File: src/rtl/ysyx_24080014_ifu_fsm.sv
// Multi-cycle instruction fetch unit: issues one read per instruction, hands the word to
// decode, then waits for the jump stage to commit the next PC. Any fault parks the unit until reset.
module ysyx_24080014_ifu_fsm #(
  parameter logic [31:0] RESET_PC = 32'h8000_0000,
  parameter int unsigned TIMEOUT  = 255
) (
  input  logic        clk,
  input  logic        rst,
  output logic        req_valid,
  output logic [31:0] req_addr,
  input  logic        req_ready,
  input  logic        rsp_valid,
  input  logic [31:0] rsp_data,
  input  logic        rsp_err,
  output logic        inst_valid,
  output logic [31:0] inst,
  output logic [31:0] pc,
  input  logic        inst_ready,
  input  logic        commit_valid,
  input  logic [31:0] commit_npc,
  output logic        fault,
  output logic [1:0]  fault_cause
);

  localparam int TIMER_W = $clog2(TIMEOUT + 1);
  localparam logic [TIMER_W-1:0] TIMER_LAST = TIMER_W'(TIMEOUT - 1);

  localparam logic [1:0] CAUSE_NONE     = 2'b00;
  localparam logic [1:0] CAUSE_ACCESS   = 2'b01;
  localparam logic [1:0] CAUSE_MISALIGN = 2'b10;
  localparam logic [1:0] CAUSE_TIMEOUT  = 2'b11;

  typedef enum logic [2:0] {
    S_FETCH,
    S_WAIT,
    S_ISSUE,
    S_EXEC,
    S_FAULT
  } state_t;

  state_t             state, state_nxt;
  logic [31:0]        pc_nxt;
  logic [31:0]        inst_nxt;
  logic [1:0]         cause_nxt;
  logic [TIMER_W-1:0] timer, timer_nxt;

  always_ff @(posedge clk or posedge rst) begin
    if (rst) begin
      state       <= S_FETCH;
      pc          <= RESET_PC;
      inst        <= '0;
      fault_cause <= CAUSE_NONE;
      timer       <= '0;
    end else begin
      state       <= state_nxt;
      pc          <= pc_nxt;
      inst        <= inst_nxt;
      fault_cause <= cause_nxt;
      timer       <= timer_nxt;
    end
  end

  always_comb begin
    state_nxt = state;
    pc_nxt    = pc;
    inst_nxt  = inst;
    cause_nxt = fault_cause;
    timer_nxt = timer;
    case (state)
      // A response seen here belongs to an abandoned transaction and is dropped.
      S_FETCH: begin
        if (req_ready) begin
          state_nxt = S_WAIT;
          timer_nxt = '0;
        end
      end
      // An error response wins over a timeout expiring in the same cycle.
      S_WAIT: begin
        if (rsp_valid) begin
          if (rsp_err) begin
            state_nxt = S_FAULT;
            cause_nxt = CAUSE_ACCESS;
          end else begin
            inst_nxt  = rsp_data;
            state_nxt = S_ISSUE;
          end
        end else if (timer == TIMER_LAST) begin
          state_nxt = S_FAULT;
          cause_nxt = CAUSE_TIMEOUT;
        end else begin
          timer_nxt = timer + TIMER_W'(1);
        end
      end
      S_ISSUE: begin
        if (inst_ready) begin
          state_nxt = S_EXEC;
        end
      end
      // The PC only ever advances from a committed, word-aligned next PC.
      S_EXEC: begin
        if (commit_valid) begin
          if (commit_npc[1:0] == 2'b00) begin
            pc_nxt    = commit_npc;
            state_nxt = S_FETCH;
          end else begin
            state_nxt = S_FAULT;
            cause_nxt = CAUSE_MISALIGN;
          end
        end
      end
      S_FAULT: begin
        state_nxt = S_FAULT;
      end
      default: begin
        state_nxt = S_FETCH;
      end
    endcase
  end

  assign req_valid  = (state == S_FETCH);
  assign req_addr   = pc;
  assign inst_valid = (state == S_ISSUE);
  assign fault      = (state == S_FAULT);

endmodule

File: config.mk
export PLATFORM = sky130hd
export DESIGN_NAME = ysyx_24080014_ifu_fsm
export DESIGN_NICKNAME = d
export VERILOG_FILES = /design/src/rtl/ysyx_24080014_ifu_fsm.sv
export SDC_FILE = /design/constraint.sdc
export NUM_CORES = 1
export LEC_CHECK = 0
export ABC_AREA = 1
export ABC_CLOCK_PERIOD_IN_PS = 3930
export BUFFER_PORTS_ARGS = -buffer_cell sky130_fd_sc_hd__buf_2
export CORE_MARGIN = 2
export CORE_UTILIZATION = 49
export CTS_CLUSTER_SIZE = 40
export DETAILED_ROUTE_END_ITERATION = 12
export PLACE_DENSITY = 0.84
export SLEW_MARGIN = 20
export SYNTH_ARGS = -nofsm -noshare
export SYNTH_HDL_FRONTEND = slang
export SYNTH_SLANG_ARGS = --single-unit
File: constraint.sdc
create_clock -name clk -period 3.93 [get_ports clk]
set_input_delay 0.1965 -clock clk [delete_from_list [all_inputs] [get_ports clk]]
set_output_delay 0.1965 -clock clk [all_outputs]
set_load 0.03 [all_outputs]
# Word level (Yosys, flattened, before mapping)
# Index checks and enable logic that the tools add are counted.
word_totals:
  inputBits: 71
  register_bits: 77
  output_inout_bits: 101
  word_cells: 47
classes:
  mux: 18
  n_reduce_logical: 9
  bitwise_logic: 1
  addsub: 1
  n_eq_ne: 13
ops:
  columns: ["op", "n"]
  rows:
  - ["8-bit two-way mux", 3]
  - ["3-bit two-way mux", 7]
  - ["8-bit case mux with 2 select lines", 1]
  - ["3-bit case mux with 5 select lines", 1]
  - ["2-bit two-way mux", 5]
  - ["8-bit by 1-bit adder with 8-bit output (second input constant)", 1]
  - ["8-bit equality test (second input constant)", 1]
  - ["2-bit inequality test (second input constant)", 4]
  - ["4-bit AND reduction", 2]
  - ["3-bit by 2-bit equality test with 1-bit output (second input constant)", 2]
  - ["3-bit inequality test (second input constant)", 2]
  - ["3-bit AND reduction", 2]
  - ["5-bit AND reduction", 1]
  - ["2-bit by 1-bit inequality test with 1-bit output (second input constant)", 2]
  - ["2-bit case mux with 2 select lines", 1]
  - ["2-bit nonzero test", 2]
  - ["3-bit by 1-bit equality test with 1-bit output (second input constant)", 1]
  - ["3-bit equality test (second input constant)", 1]
  - ["3-bit logical NOT", 1]
  - ["2-bit logical NOT", 1]
  - ["1-bit inverter", 1]

# Longest topological paths before layout
depth:
  word_depth: 4
  ltp_mapped: 10
  ltp_nobuf: 9

# Worst setup path before layout
# OpenSTA, ideal clock, no wires.
synth_path:
  path_kind: "register -> register"
  from: "register state[0]"
  to: "register timer[0]"
  setup_slack_ps: 2262
  setup_time_ps: 128
  period_less_slack_ps: 1668
  t_required_ps: 3802
  path_buffers: 0
  stages_incl_launch_ff: 7
  t_arrival_ps: 1540
  cell_sequence: "dfrtp_1 nor2_2 inv_1 nor2_1 nand2_1 nand3_1 o21ai_0"
synth_via:
  elab_chain_len: 3
  word_cells_on_any_way: 8
  cone_classes: "4 x eq/ne; 1 x mux; 3 x reduce/logical"
synth_lines:
  columns: ["item", "line", "text"]
  rows:
  - ["start: declaration", "41", "state_t state, state_nxt;"]
  - ["start signal: assignment", "55", "state <= state_nxt;"]
  - ["3-bit logical NOT *", null, null]
  - ["via req_valid", "9", "output logic req_valid,"]
  - ["2-bit by 1-bit inequality test with 1-bit output (no source line) / 2-bit nonzero test (equally long branches)", null, null]
  - ["4-bit AND reduction (no source line)", null, null]
  - ["end signal: assignment", "59", "timer <= timer_nxt;"]
  - ["end: declaration", "45", "logic [TIMER_W-1:0] timer, timer_nxt;"]
# Mark *: on every way through the listed nets, which the timed path passes. The rest lies on a longest branch.
# A chain may end at the register's enable or synchronous reset.

# Worst setup path after layout
layout_path:
  from: "register state[1]"
  to: "register pc[28]"
layout_via:
  elab_chain_len: 2
layout_lines:
  columns: ["item", "line", "text"]
  rows:
  - ["3-bit by 2-bit equality test with 1-bit output", "69", "case (state)"]
  - ["3-bit AND reduction (no source line)", null, null]
  - ["end signal: assignment", "56", "pc <= pc_nxt;"]
  - ["end: declaration", "17", "output logic [31:0] pc,"]
# Every way passes these cells.

==> flow_summary.json <==
{
  "synth_adder_area_share_pct": 0.7273,
  "synth-xor-area-share_pct": 1.273,
  "antenna_found_initial": 0,
  "die_w_um": 87.80,
  "io_pins": 172,
  "num_rows": 30,
  "pwr-share-clk_pct": 17.5,
  "setup-tns-final_ns": 0,
  "timing.max_cap.violations": 0,
  "synthMuxAreaShare_pct": 0,
  "fillCellCount": 585,
  "fin_area_sq_um": 4303,
  "fin_crit_ns": 2.374,
  "slew_violations": 0,
  "rsz0062_at_grt": "false",
  "cts_tree": "yes",
  "grtUsageTotal_pct": 20.52,
  "clock_sinks": 77,
  "area_growth_pct": 25.05,
  "hold_viol_final": 0,
  "cts_buffers": 9,
  "min_path_type": "in2async",
  "viasPerCell": 4.655,
  "placed_area_sq_um": 4088,
  "wire_per_inst_um": 12.16,
  "synth_seq_cells": 77,
  "synth_top_cell_area_share_pct": 55.27,
  "pwr_density_cell_nw_per_um2": 845.0,
  "place.port_buffers": 171,
  "diodes": 0,
  "leakage_nw": 2.633,
  "synth_cell_types": 22,
  "grt-ovfl-total": 0,
  "ys_warn_count": 0,
  "combPwrFrac_pct": 46.9,
  "cts.htree.levels": 3,
  "die_y_um": 87.80,
  "slew_headroom_pct": 32.80,
  "wl_um": 7870,
  "synth.cells.most_frequent": "nand2_1, dfrtp_1, buf_4",
  "status": "finished, final reports clean",
  "fin_skew_ns": 0.009448,
  "critPathArrivalTime_ns": 2.59,
  "cp.required_ns": 4.15,
  "finish.utilization_pct": 63.33,
  "drc": 0,
  "drive_above_1_share_pct": 35.75,
  "syn_nets": 482,
  "synthFlopType": "dfrtp_1",
  "seq_power_share_pct": 35.6,
  "synthSimpleGateAreaFrac_pct": 28.87,
  "post-cts-setup-buffer-count": 0,
  "worst_slew_pin_slew_ns": 1.006,
  "nets": 619,
  "crit_path_end_kind": "flip-flop",
  "final_cells": 647,
  "place_inst": 631,
  "dr_total_vias": 3012,
  "synth-edff-count": 0,
  "core_area_sq_um": 6794,
  "initial_utilization_pct": 50.64,
  "synth.avg_cell_area_sq_um": 8.413,
  "swShare_pct": 47.57,
  "cts_resized": 0,
  "yosysMostFrequentCell": "nand2_1",
  "crit_path_max_fanout": 32,
  "grt_max_degree": 45,
  "grt_pass1_wl_um": 12240,
  "synthesis.area_sq_um": 3441,
  "cts_root_buf": "clkbuf_8",
  "synth_top_family_by_area": "simple AND/OR/NAND/NOR gates",
  "yosys.area.top_type": "dfrtp_1",
  "dr.first_iter.drc_count": 105,
  "switchingPower_mw": 1.730,
  "synthArstFlopShare_pct": 100.0,
  "ir_drop_mv": 0.5269,
  "synth-seq-area-share_pct": 56.04,
  "ant_nets": 0,
  "dpl.hpwl_um": 5773,
  "fmax_ghz": 0.4213,
  "syn_inst": 409,
  "ctsHoldBuffers": 0,
  "finalCritPeriodShare_pct": 60.40,
  "insertion_delay_ns": 0.33,
  "critPathKind": "reg2reg",
  "gp_congestion": 0.7861,
  "cts_max_path_buffers": 2,
  "grt_pass1_vias": 2734,
  "cts.clk_slew.worst_paths_ns": 0.07,
  "ys_top_cells_by_area": "dfrtp_1, nand2_1, buf_4",
  "die_area_sq_um": 7708,
  "cp-start-kind": "flip-flop",
  "drtPass1Iterations": 4,
  "power.internal_mw": 1.906,
  "finalSetupViolCount": 0,
  "synth_compound_area_share_pct": 1.091
}
==> per-layer routing <==
metal	wire length, um	vias up	global-route usage (%)
li1	-	1489	-
met2	3700	139	34.50
met3	695	15	5.184
met5	0	-	0
met1	3290	1369	24.75
met4	184	0	9.650
==> sequential cells by signal (all words and copies together) (netlist names) <==
| signal | cells |
|---|---|
| pc | 32 |
| state | 3 |
| fault_cause | 2 |
| inst | 32 |
| timer | 8 |
==> final cells by class <==
cell class	count	area, sq um	share of cell area [%]
tap	96	120.1	2.792
multi-input combinational	266	1100	25.56
sequential	77	1928	44.81
inverter	20	76.32	1.774
clock inverter	6	87.58	2.035
timing repair buffer	172	863.3	20.06
clock buffer	10	127.6	2.966
==> path summary, 6_finish.rpt <==
check                          startpoint        endpoint  slack, ns  cells past startpoint
max in group asynchronous             rst          pc[31]       2.90                      3
setup / recovery                 state[1]          pc[28]       1.56                      6
setup reg to reg                 state[1]          pc[28]       1.56                      6
hold reg to reg            fault_cause[1]  fault_cause[1]       0.47                      2
min in group clk             rsp_data[16]        inst[16]       0.05                      3
hold / removal                        rst        inst[29]       0.05                      2
==> cell usage in the layout, fill, tap and decap left out, drive strengths merged, types with 2 or more instances in the layout <==
master / netlist / final
nand2: 213 / 213
dfrtp: 76 / 76
o21ai: 6 / 6
nand3: 19 / 19
ha: 2 / 2
xor2: 2 / 2
nand4: 4 / 4
clkbuf: 2 / 10
clkinvlp: 0 / 3
xnor2: 3 / 3
bufinv: 0 / 2
inv: 19 / 19
clkinv: 1 / 2
nor2: 14 / 14
buf: 44 / 172
==> power by group through the flow <==
stage,Sequential (mW),Clock (mW),Combinational (mW)
finish,1.30,0.635,1.71
global route,1.34,0.680,1.85
CTS,1.30,0.656,1.72
detailed placement,1.30,0,1.73
global placement,1.30,0,1.69
floorplan,1.82,0,0.817
==> per-stage QoR <==
stage | hold WS [ns] | setup WS (ns) | power, mW
finish | 0.05162 | 1.556 | 3.636
global route | 0.03962 | 1.226 | 3.863
CTS | 0.03639 | 1.528 | 3.671
detailed placement | 0.3938 | 1.536 | 3.022
global placement | 0.3883 | 1.614 | 2.983
floorplan | 0.2864 | 1.768 | 2.633
==> critical path, stage by stage (launching register included) <==
cell	delay, ns
dfrtp_1	0.45
nand2_1	0.11
nor2_2	0.05
nand2_1	0.73
clkinv_2	0.64
nand2_1	0.20
nand2_1	0.06
==> cells by family after synthesis <==
kind of cell	count (synthesis)
AO/OA/AOI/OAI	7
XOR/XNOR	5
adder cells (fa/ha/maj)	2
buffers and inverters	66
flip-flops	77
AND/OR/NAND/NOR	252
Note: power is estimated with default switching activity, not from simulation.
